File: src/rtl/stream_sel_mux.sv
// stream_sel_mux: registered N-channel packet multiplexer with valid/ready
// handshakes. A channel is granted per packet, either by the external select
// or by round-robin, and keeps the grant until its last beat is accepted.
module stream_sel_mux #(
   parameter int  WIDTH    = 2,
   parameter int  CHANNELS = 2,
   parameter int  ARB_MODE = 0,
   localparam int SELW     = $clog2(CHANNELS)
) (
   input  logic                      clk,
   input  logic                      rstN,
   input  logic [CHANNELS*WIDTH-1:0] inData,
   input  logic [CHANNELS-1:0]       inValid,
   input  logic [CHANNELS-1:0]       inLast,
   output logic [CHANNELS-1:0]       inReady,
   input  logic [SELW-1:0]           sel,
   output logic [WIDTH-1:0]          outData,
   output logic                      outValid,
   output logic                      outLast,
   output logic [SELW-1:0]           outChan,
   input  logic                      outReady
);

   localparam int unsigned NCH = CHANNELS;

   typedef enum logic {
      ST_IDLE,
      ST_BUSY
   } state_t;

   state_t            r_state;
   state_t            w_state_nxt;
   logic [SELW-1:0]   r_grant;
   logic [SELW-1:0]   r_ptr;
   logic [SELW-1:0]   w_cand;
   logic              w_cand_ok;
   logic [SELW-1:0]   w_idx;
   logic [WIDTH-1:0]  w_beat;
   logic              w_beat_last;
   logic              w_gnt_valid;
   logic              w_xfer;
   logic [WIDTH-1:0]  r_outData;
   logic              r_outValid;
   logic              r_outLast;
   logic [SELW-1:0]   r_outChan;

   // Candidate channel for the next grant: external select or round-robin search
   always_comb begin
      w_cand    = '0;
      w_cand_ok = 1'b0;
      w_idx     = '0;
      if (ARB_MODE == 0) begin
         if (32'(sel) < NCH) begin
            w_cand    = sel;
            w_cand_ok = inValid[sel];
         end
      end else begin
         // search starts one past the last granted channel and wraps
         for (int unsigned off = 1; off <= NCH; off++) begin
            w_idx = SELW'((32'(r_ptr) + off) % NCH);
            if (!w_cand_ok && inValid[w_idx]) begin
               w_cand    = w_idx;
               w_cand_ok = 1'b1;
            end
         end
      end
   end

   // Route the granted channel's beat, last flag and valid
   always_comb begin
      w_beat      = '0;
      w_beat_last = 1'b0;
      w_gnt_valid = 1'b0;
      for (int unsigned c = 0; c < NCH; c++) begin
         if (r_grant == SELW'(c)) begin
            w_beat      = inData[c*WIDTH +: WIDTH];
            w_beat_last = inLast[c];
            w_gnt_valid = inValid[c];
         end
      end
   end

   // State register
   always_ff @(posedge clk or negedge rstN) begin
      if (!rstN) begin
         r_state <= ST_IDLE;
      end else begin
         r_state <= w_state_nxt;
      end
   end

   // Next-state: grant in IDLE, release after the last beat transfers
   always_comb begin
      w_state_nxt = r_state;
      case (r_state)
         ST_IDLE: if (w_cand_ok) w_state_nxt = ST_BUSY;
         ST_BUSY: if (w_xfer && w_beat_last) w_state_nxt = ST_IDLE;
         default: w_state_nxt = ST_IDLE;
      endcase
   end

   // FSM outputs: per-channel ready and the beat-transfer strobe
   always_comb begin
      inReady = '0;
      w_xfer  = 1'b0;
      if (r_state == ST_BUSY) begin
         for (int unsigned c = 0; c < NCH; c++) begin
            if (r_grant == SELW'(c)) begin
               inReady[c] = !r_outValid || outReady;
            end
         end
         w_xfer = w_gnt_valid && (!r_outValid || outReady);
      end
   end

   // Grant and round-robin pointer, captured on the IDLE decision cycle
   always_ff @(posedge clk or negedge rstN) begin
      if (!rstN) begin
         r_grant <= '0;
         r_ptr   <= SELW'(NCH - 1);
      end else if (r_state == ST_IDLE && w_cand_ok) begin
         r_grant <= w_cand;
         if (ARB_MODE != 0) begin
            r_ptr <= w_cand;
         end
      end
   end

   // Output register: load on transfer, drain on outReady, otherwise hold
   always_ff @(posedge clk or negedge rstN) begin
      if (!rstN) begin
         r_outData  <= '0;
         r_outValid <= 1'b0;
         r_outLast  <= 1'b0;
         r_outChan  <= '0;
      end else if (w_xfer) begin
         r_outData  <= w_beat;
         r_outValid <= 1'b1;
         r_outLast  <= w_beat_last;
         r_outChan  <= r_grant;
      end else if (outReady) begin
         r_outValid <= 1'b0;
      end
   end

   assign outData  = r_outData;
   assign outValid = r_outValid;
   assign outLast  = r_outLast;
   assign outChan  = r_outChan;

endmodule

File: config.mk
export PLATFORM = sky130hd
export DESIGN_NAME = stream_sel_mux
export DESIGN_NICKNAME = d
export VERILOG_FILES = /design/src/rtl/stream_sel_mux.sv
export SDC_FILE = /design/constraint.sdc
export NUM_CORES = 1
export LEC_CHECK = 0
export ABC_AREA = 1
export CORE_AREA = 2 2 39 41
export CTS_CLUSTER_SIZE = 20
export DETAILED_ROUTE_END_ITERATION = 12
export DIE_AREA = 0 0 41 43
export PLACE_DENSITY = 0.67
export SETUP_SLACK_MARGIN = 0.15
export SLEW_MARGIN = 20
export SYNTH_ARGS = -nofsm -noshare
export SYNTH_HDL_FRONTEND = slang
export SYNTH_SLANG_ARGS = --single-unit
export TNS_END_PERCENT = 5
File: constraint.sdc
create_clock -name clk -period 2.7 [get_ports clk]
set_input_delay 0.405 -clock clk [delete_from_list [all_inputs] [get_ports clk]]
set_output_delay 0.405 -clock clk [all_outputs]
set_load 0.03 [all_outputs]
==> flow_summary.json <==
{
  "synth_cell_types": 14,
  "finalCritPeriodShare": 0.893,
  "drtIter0Drc": 3,
  "overflow": 0,
  "slew_margin_rel": 0.785,
  "grt_max_degree": 9,
  "final_hold_viol_count": 0,
  "start_util": 0.253,
  "n_fill_cell": 156,
  "clock_sinks": 7,
  "path_cells": "clkdlybuf4s50_1 > inv_1 > a21oi_2 > inv_1 > nor2_1 > clkdlybuf4s50_1",
  "final.min_clock_period_ns": 2.41,
  "core-area_um2": 1380,
  "final-seq-area_um2": 175,
  "grt_first_pass_wirelength_mm": 1.32,
  "drive_gt1_frac": 0.167,
  "postLayoutCellArea_um2": 577,
  "place.detailed.instances": 78,
  "vias": 346,
  "antenna_left": 0,
  "die_extent_in_x_um": 41,
  "cpPeakStageDelay_ns": 0.68,
  "p_leak_nw": 0.281,
  "highest_clock_rate_mhz": 415,
  "synth-seq-area-share": 0.500,
  "worstSetupStartpointType": "input pin",
  "critPathKind": "input pin to output port",
  "i_o_buffers": 18,
  "io_pins": 19,
  "clock_path_buffers": 2,
  "ctsHoldBuffers": 0,
  "synthCells": 44,
  "post_drt_via_cell_ratio": 4.22,
  "rows": 14,
  "dpl_cell_area_um2": 551,
  "worst_ep_arrival_time_ns": 2.01,
  "cts_tree": "yes",
  "clk_pin_slew_worst_paths_ns": 0.05,
  "first_global_vias": 353,
  "drt_pre_antenna_iters": 4,
  "clk_latency_ns": 0.25,
  "cts_buffers": 3,
  "final_util": 0.417,
  "place.gp.congestion": 0.756,
  "mostFrequentLayoutCell": "sky130_fd_sc_hd__clkdlybuf4s50_1",
  "areaGrowthSynthToFinish_pct": 64.6,
  "diodes": 0,
  "synth-seq-cells": 7,
  "h-tree-depth": 1,
  "post-route-worst-setup-slack_ns": 0.289,
  "timing.critical_path.slowest_stage_cell": "sky130_fd_sc_hd__clkdlybuf4s50_1",
  "vdd_ir_drop_max_uv": 394,
  "max_slew.worst_pin.slew_ns": 0.322,
  "final-setup-viol-count": 0,
  "drc": 0,
  "antenna_found_initial": 0,
  "final_cell_mix": "sky130_fd_sc_hd__clkdlybuf4s50_1 (18), sky130_fd_sc_hd__nand2_1 (16), sky130_fd_sc_hd__dfrtp_1 (7), sky130_fd_sc_hd__inv_1 (4)",
  "crit_required_ns": 2.30,
  "post_drt_wl_per_cell_um": 9.33,
  "cts-resized-gates": 0,
  "multiInputGateArea_um2": 156,
  "die_h_um": 43,
  "cts_setup_buffers": 0,
  "placement.setup.worst_slack_ns": 0.307,
  "synth_area_um2": 350,
  "endpoint_kind": "output port",
  "hold_class": "input pin to asynchronous set/reset pin",
  "nets": 79,
  "route.final.wire_length_um": 765,
  "p_per_area_nw_per_um2": 1190,
  "setup-tns-final_ns": 0,
  "syn_avg_cell_area_um2": 7.96,
  "clock-skew-final_ns": 0.00131,
  "totalPowerFinal_mw": 0.686,
  "total_half_perimeter_wirelength_after_legalization_and_detailed_placement_um": 623,
  "final_cells": 82,
  "run_status": "complete, no violations",
  "synth-warning-count": 0,
  "report.final.slew_viol_count": 0,
  "synth_nets": 56,
  "whs_ns": 0.418,
  "clock_root_buffer": "sky130_fd_sc_hd__clkbuf_4",
  "biggest_fanout_along_the_worst_timing_path": 3,
  "r2r_setup_slack_ns": 1.61,
  "grt_setup_unrepaired": "no",
  "die_area_um2": 1760,
  "maxCapViolCount": 0,
  "grt_util_all_layers": 0.114
}
synthesized netlist by cell type:
master / n / area (um2)
sky130_fd_sc_hd__a21oi_1: 1 / 5.00
sky130_fd_sc_hd__a21oi_2: 1 / 8.76
sky130_fd_sc_hd__dfrtp_1: 7 / 175
sky130_fd_sc_hd__inv_1: 4 / 15.0
sky130_fd_sc_hd__inv_2: 1 / 3.75
sky130_fd_sc_hd__nand2_1: 16 / 60.1
sky130_fd_sc_hd__nand2_2: 2 / 12.5
sky130_fd_sc_hd__nand2_4: 1 / 11.3
sky130_fd_sc_hd__nand3_1: 1 / 5.00
sky130_fd_sc_hd__nor2_1: 2 / 7.51
sky130_fd_sc_hd__o21ai_0: 3 / 15.0
sky130_fd_sc_hd__o21ai_1: 2 / 10.0
sky130_fd_sc_hd__o21ai_2: 1 / 8.76
sky130_fd_sc_hd__or2_2: 2 / 12.5
worst max-delay path: cells and delay by family:
family,cells,cell delay [ns]
AOI/OAI and AO/OA,1,0.21
buffers and inverters,4,1.28
and+or+nand+nor,1,0.11
cells by family after synthesis:
group	after synthesis	synth area share
and+or+nand+nor	24	0.311
DFF	7	0.500
AOI/OAI and AO/OA	8	0.136
buffers and inverters	5	0.0535
worst paths after layout:
path	startpoint	end	cells past startpoint
max in group asynchronous	rstN	outData[1]	1
min	rstN	outChan	1
min in group clk	outLast	outLast	2
min reg2reg	outLast	outLast	2
max reg2reg	r_grant	r_state	6
max	outReady	inReady[0]	6
per-layer routing:
metal	vias up	global-route usage	wire length [um]
li1	180	-	-
met1	149	0.134	322
met2	17	0.169	375
met3	0	0.0471	68
met4	0	0.0600	0
met5	-	0	0
flip-flops by register name, indices dropped and copies added (netlist names):
register	count
outLast	1
outData	2
r_grant	1
r_state	1
outValid	1
outChan	1
where the power goes:
group          leakage, nW  switching [mW]  internal, mW
clock               0.0150          0.0372        0.0563
combinational        0.182           0.235         0.161
sequential          0.0846          0.0404         0.157
area by class of cell:
cell class / count / area share
clock buffers: 4 / 0.0456
inverters: 5 / 0.0325
repair buffers: 18 / 0.312
multi-input cells: 32 / 0.271
well taps: 16 / 0.0347
flip-flops and latches: 7 / 0.304
(Power assumes the default switching activity.)
